[config.mk]
export PLATFORM = sky130hd
export DESIGN_NAME = systolic_ctrl
export DESIGN_NICKNAME = d
export VERILOG_FILES = /design/src/rtl/systolic_ctrl.sv
export SDC_FILE = /design/constraint.sdc
export NUM_CORES = 1
export LEC_CHECK = 0
export ABC_AREA = 1
export CORE_MARGIN = 2
export CORE_UTILIZATION = 23
export CTS_CLUSTER_DIAMETER = 40
export DETAILED_ROUTE_END_ITERATION = 10
export HOLD_SLACK_MARGIN = 0.1
export PLACE_DENSITY = 0.59
export SYNTH_ARGS = -nofsm -noshare
export SYNTH_HDL_FRONTEND = slang
export SYNTH_SLANG_ARGS = --single-unit
[constraint.sdc]
create_clock -name i_clk -period 2.2 [get_ports i_clk]
set_input_delay 0.44 -clock i_clk [delete_from_list [all_inputs] [get_ports i_clk]]
set_output_delay 0.44 -clock i_clk [all_outputs]
set_load 0.05 [all_outputs]
[src/rtl/systolic_ctrl.sv]
// rtl/systolic_ctrl.sv - job sequencer feeding a 3x3 systolic array with 3x3 byte matrices
module systolic_ctrl #(
    parameter int DRAIN_CYC = 5
) (
    input  logic         i_clk,
    input  logic         i_rst_n,
    input  logic         i_in_valid,
    output logic         o_in_ready,
    input  logic [71:0]  i_a_mat,
    input  logic [71:0]  i_b_mat,
    output logic         o_out_valid,
    input  logic         i_out_ready,
    output logic [143:0] o_c_mat,
    output logic         o_busy,
    output logic [7:0]   o_job_cnt,
    output logic         o_sa_rst_n,
    output logic [23:0]  o_sa_a,
    output logic [23:0]  o_sa_b,
    input  logic [143:0] i_sa_c
);

    typedef enum logic [2:0] {
        IDLE,
        CLEAR,
        FEED,
        DRAIN,
        DONE
    } state_t;

    state_t      state;
    logic [3:0]  cnt;
    logic [71:0] a_reg;
    logic [71:0] b_reg;

    always_ff @(posedge i_clk) begin
        if (!i_rst_n) begin
            state       <= IDLE;
            cnt         <= '0;
            a_reg       <= '0;
            b_reg       <= '0;
            o_out_valid <= 1'b0;
            o_c_mat     <= '0;
            o_job_cnt   <= '0;
        end else begin
            case (state)
                IDLE: begin
                    if (i_in_valid) begin
                        a_reg <= i_a_mat;
                        b_reg <= i_b_mat;
                        state <= CLEAR;
                    end
                end
                CLEAR: begin
                    cnt   <= '0;
                    state <= FEED;
                end
                FEED: begin
                    if (cnt == 4'd2) begin
                        cnt   <= '0;
                        state <= DRAIN;
                    end else begin
                        cnt <= cnt + 4'd1;
                    end
                end
                DRAIN: begin
                    // Array accumulators are final by the last drain cycle.
                    if (cnt == 4'(DRAIN_CYC - 1)) begin
                        cnt         <= '0;
                        o_c_mat     <= i_sa_c;
                        o_out_valid <= 1'b1;
                        state       <= DONE;
                    end else begin
                        cnt <= cnt + 4'd1;
                    end
                end
                DONE: begin
                    if (i_out_ready) begin
                        o_out_valid <= 1'b0;
                        o_job_cnt   <= o_job_cnt + 8'd1;
                        state       <= IDLE;
                    end
                end
                default: state <= IDLE;
            endcase
        end
    end

    assign o_in_ready = i_rst_n && (state == IDLE);
    assign o_busy     = i_rst_n && (state != IDLE);
    assign o_sa_rst_n = i_rst_n && (state != CLEAR);

    // Beat k presents column k of A and row k of B.
    always_comb begin
        o_sa_a = '0;
        o_sa_b = '0;
        if (i_rst_n && state == FEED) begin
            for (int r = 0; r < 3; r++) begin
                o_sa_a[8*r +: 8] = a_reg[8*(3*r + int'(cnt[1:0])) +: 8];
                o_sa_b[8*r +: 8] = b_reg[8*(3*int'(cnt[1:0]) + r) +: 8];
            end
        end
    end

endmodule
==> reports/metrics.yaml <==
place:
  port_buffers: 495
  post_dp_cell_area_mm2: 0.0185
  hpwlAfterDp_um: 34300
  place_congestion: 0.906
  dp_cells: 2709
synth:
  ys_top_cells_by_area: "dfxtp_1 (50%), o21ai_0 (13%), a21oi_1 (10%), nor2_1 (9.4%), inv_1 (5.1%)"
  synth_seq_area_share: 0.503
  synth_top_cell_area_share: 0.503
  postSynthAreaPerCell_um2: 7.54
  yosysUniqueCellTypes: 28
  ys_ff_latch: 304
  synthesis.nets: 1902
  yosysWarnings: 0
  synth_area_leader_cell: "dfxtp_1"
  syn_inst: 1605
  syn-cell-area_mm2: 0.0121
drt:
  drc: 0
  dr.pass1.iters: 5
  vias_per_cell: 4.48
  vias: 12700
  drt-total-wl_um: 49700
  wl_per_cell_um: 17.5
  ant_nets: 0
  drt_iter0_drc: 588
status:
  status: "complete, but fails checks"
  violations: "setup timing"
cts:
  cts_tree: "built"
  clock_path_buffers: 3
  cts.clk_slew.worst_paths_ns: 0.05
  numCtsBuffers: 58
  clk_latency_ns: 0.60
  cts-root-buf: "clkbuf_16"
  cts_sinks: 304
  htree_levels: 2
setup_path:
  critPathLaunchType: "flip-flop"
  critical_path_class: "reg2out"
  critPathCaptureType: "output pin"
  crit_required_ns: 1.76
  reg2reg_to: "o_c_mat[97]"
  path_max_fanout: 17
  cp_data_arrival_time_ns: 2.07
  crit_path_end: "o_sa_b[11]"
  ff2ff_setup_slack_ns: 0.26
  cp-startpoint: "cnt[0]"
  r2r-start: "cnt[0]"
  reg2reg_depth: 9
floorplanning:
  core_area_mm2: 0.0523
  row_count: 84
  die-area_mm2: 0.0545
  die_h_um: 233
  ios: 496
  fp.dieW_um: 233
  start_util: 0.231
power:
  total_power_mw: 22.1
  p_per_area_mw_per_mm2: 1040
  p_leak_nw: 9.27
  ir_worst_vdd_mv: 0.700
finish:
  num-nets-final: 2399
  fin_cells: 2841
  fillers: 5220
  multi_input_area_mm2: 0.00547
  final_area_mm2: 0.0213
  synthToLayoutAreaGrowth_pct: 75.9
  seq_area_mm2: 0.00610
  mostFrequentLayoutCells: "nor2_1 (301), dfxtp_1 (300), clkdlybuf4s50_1 (292)"
  largest_reg_flops: 144
  final_common_cell: "nor2_1"
  drive_gt1_frac: 0.169
worst_hold_path:
  hp-class: "in2reg"
  holdPathStages: 4
global_route:
  antenna_found_initial: 9
  grt-ovfl-total: 0
  grt_start_max_net_pins: 121
  grt.total_usage: 0.173
  grt_pass1_vias: 12700
  grt_pass1_wl_um: 72400
timing:
  period_minus_slack_ns: 2.51
  skew_ns: 0.0153
  worst_hold_slack_ns: 0.350
  finalHoldViolCount: 0
  setup_ws_ns: -0.309
  finalCritPeriodShare: 1.14
  tightest_slew_ns: 1.13
  clock.fmax_ghz: 0.399
  final.setup.tns_ns: -10.07
  slew_headroom: 0.244
  finalMaxSlewViolations: 0
  rsz0062_at_grt: "true"
  setup_violations: 48
job:
  max_cap_viol_count: 0
## cell usage after synthesis
cell type / n
ha_1: 5
inv_2: 1
inv_1: 165
nand3_1: 7
a31oi_1: 1
buf_6: 23
o211ai_1: 8
or2_2: 1
buf_2: 7
nor3_1: 3
o21bai_1: 2
dfxtp_1: 304
o21ai_0: 312
a21oi_1: 250
buf_1: 3
o21ai_1: 28
nand3b_1: 1
nor2_1: 303
nor2_4: 1
nand2_1: 62
xor2_1: 4
nor4_1: 1
nand3_2: 1
nor3_4: 1
clkbuf_1: 93
nand2_2: 1
a22oi_1: 16
nand4_1: 1
## layout make-up
cell class                 instances  area share
timing repair buffer             563       0.294
sequential                       304       0.286
multi-input combinational       1009       0.257
clock buffer                      67      0.0716
tap                              688      0.0404
inverter                         166      0.0303
clock inverter                    42      0.0203
antenna                            2    0.000235
## timing repair
action                                  4_1_cts  5_1_grt
resized for setup                           267       59
setup buffers                                13        3
endpoints found under the hold margin         0        0
cloned                                        5        2
pin swaps                                    48       23
hold buffers                                  0        0
endpoints found under the setup margin      172       64
## worst max-delay path, stage by stage, from the launching register on
cell	delay, ns
dfxtp_4	0.40
inv_8	0.08
ha_4	0.28
buf_12	0.15
o211ai_1	0.19
a21oi_4	0.22
buf_12	0.15
## per-layer routing
metal,vias to the layer above,track usage,share of wire
met5,-,0,0.0019
met4,14,0.0639,0.030
met3,89,0.0560,0.087
met2,487,0.300,0.49
met1,5872,0.198,0.39
li1,6279,-,-
## kinds of logic after synthesis
| family | share of synthesized area |
|---|---|
| buffers and inverters | 0.106 |
| AO/OA/AOI/OAI | 0.261 |
| flip-flops | 0.503 |
| XOR/XNOR | 0.00289 |
| AND/OR/NAND/NOR | 0.123 |
| adder cells (fa/ha/maj) | 0.00517 |
## metrics by stage
stage,utilization,setup WS (ns)
floorplan,-,-0.187
global route,0.407,-0.377
CTS,0.403,-0.363
detailed placement,0.353,0.0526
finish,0.407,-0.309
global placement,0.353,0.0768
## where the power goes
part / internal (mW) / total (mW) / switching [mW]
sequential: 6.32 / 6.78 / 0.462
combinational: 2.78 / 6.58 / 3.81
clock: 5.52 / 8.76 / 3.24
## worst min-delay path by stage
stage	startpoint	slack [ns]	end
2_1_floorplan	a_reg[10]	0.42	a_reg[10]
3_3_place_gp	b_reg[44]	0.43	b_reg[44]
3_5_place_dp	a_reg[32]	0.43	a_reg[32]
4_1_cts	i_rst_n	0.31	o_job_cnt[7]
5_1_grt	i_rst_n	0.34	o_job_cnt[5]
6_report	i_rst_n	0.35	o_job_cnt[5]
Power figures use the tool's default switching activity.
==> RTL edit: new RTL, config.mk and constraints unchanged <==
Re-encode `state_t` (5 states) as one-hot, 5 bits wide.
--- a/src/rtl/systolic_ctrl.sv
+++ b/src/rtl/systolic_ctrl.sv
@@ -20,10 +20,10 @@
 );
 
-    typedef enum logic [2:0] {
-        IDLE,
-        CLEAR,
-        FEED,
-        DRAIN,
-        DONE
+    typedef enum logic [4:0] {
+        IDLE  = 5'b00001,
+        CLEAR = 5'b00010,
+        FEED  = 5'b00100,
+        DRAIN = 5'b01000,
+        DONE  = 5'b10000
     } state_t;
 
Behaviour: no difference found for any inputs over 4 cycles, from zero or initial values and one cycle with i_rst_n low; so few cycles prove little.
==> RTL edit against the unedited design <==
- the flow still finishes with violations (negative setup slack)
- final area is 0.45% lower
- sequential cell count is 2 higher
- worst setup slack better by 0.0023 ns
- synthesized area hardly changed
- routed wire length is 6.8% higher
- maximum frequency hardly changed
- highest routed layer unchanged
- worst hold slack worse by 0.10 ns
- critical path type unchanged
- sequential share of layout area is 0.33 points higher
- count of clock-buffer cells in the layout is 3 lower
Power is not compared: it rests on default switching activity, and its combinational part moved more than twofold at a synthesized area within 25%.
==> RTL edit: results (changes against the unedited design) <==
* Outcome: finished with violations
* Failing checks: negative setup slack
* Worst path max stage delay at 0.39 ns
* Register Area at 6140 um2 (+0.70%)
* Setup violators final at 49 (+2.1%)
* CP Launch Type: flip-flop
* Register-to-register setup slack at 0.23 ns (-0.03 ns)
* Clkbuf count at 64 (-4.5%)
* Place WS at 0.00692 ns (-0.0457 ns)
* Filler Cell Count at 5,196 (-0.46%)
* Multi-input gates at 1,121 (+11%)
* Synthesized Nets at 1,930 (+1.5%)
* R2R Path End: o_c_mat[99]$_SDFFE_PN0P_
* Min Hold Slack at 0.246 ns (-0.104 ns)
* Clk tree area frac at 8.71% (-0.48 points)
* TritonCTS buffer count at 55 (-5.2%)
* Total power at 16.1 mW
* Nonclk buf count at 556 (-1.2%)
* DR pass1 iterations at 6 (+1)
* Antenna diodes at 4 (+2)
* Setup Skew at 0.0133 ns (-0.00202 ns)
* Antenna violations before repair at 8 (-1)
* First-pass GRT wire length at 76,900 um (+6.3%)
* Vias/cell at 4.67 (+4.1%)
* Gr usage total at 18.4% (+1.1 points)
* Setup crit end: o_sa_b[10]
* Clock Path Buffers at 3 (unchanged)
* Hold Crit Start: i_in_valid
* Worst-Margin Slew at 0.869 ns (-0.265 ns)
* Final setup margin at -0.306 ns (+0.00226 ns)
* Worst-case reg-to-reg path depth at 7 (-2)
* Initial DRC count at 750 (+28%)
* Top cells by area, synth: dfxtp_1 (51%), nor2_1 (11%), a21oi_1 (8.9%)
* Fraction of area in multi-input gates at 28.2% (+2.5 points)
* NumNets Final at 2,411 (+0.50%)
* Family with the most delay on the worst path: flip-flops
* Crit-path max FO at 9 (-8)
* Post-CTS resize count at 206 (-23%)
* Commonest cells in the netlist: nor2_1 (360), dfxtp_1 (306), a21oi_1 (214)
* HPWL Detailed at 36,600 um (+6.6%)
* Placed cell areas at 18,600 um2 (+0.77%)
* NonClk Buf Share at 28.6% (-0.84 points)
* Vias in the first global route at 12.9k (+1.6%)
* Hold Path Sink: a_reg[62]$_SDFFE_PN0P_
* Worst hold path depth at 3 (-1)
* Per-cell routed wire length at 18.6 um (+6.4%)
* Largest net degree at the start of global routing at 201 (+66%)
* Inverters at 74 (-55%)
* Routability cong. at 0.845 (-6.7%)
* # Post-CTS Setup Buffers at 7 (-6)
* Seq cells post-synth at 306 (+0.66%)
[RTL edit: per-layer routing]
| layer | track usage [%] | routed length (um) | vias up |
|---|---|---|---|
| li1 | - | - | 6430 |
| met1 | 21.6 | 20900 | 6223 |
| met2 | 31.4 | 25700 | 536 |
| met3 | 5.88 | 4840 | 108 |
| met4 | 6.51 | 1580 | 8 |
| met5 | 0 | 56 | - |
[RTL edit: logic make-up (layout without fill, tap and decap cells)]
family	after synthesis	in the layout	share of synthesized area [%]
compound gates	490	490	21.0
xor+xnor	2	2	0.145
fa+ha+maj	5	5	0.517
buf+inv	206	731	6.69
flops	306	306	50.6
other cells	0	4	0
simple gates	624	624	21.1
[RTL edit: metrics by stage]
step / cells / TNS (ns) / utilization (%)
finish: 2850 / -9.95 / 40.6
global route: 2847 / -14.91 / 40.6
CTS: 2834 / -15.18 / 39.9
detailed placement: 2724 / 0 / 35.6
global placement: 2724 / -0.0989 / 35.6
floorplan: 1633 / -0.658 / -
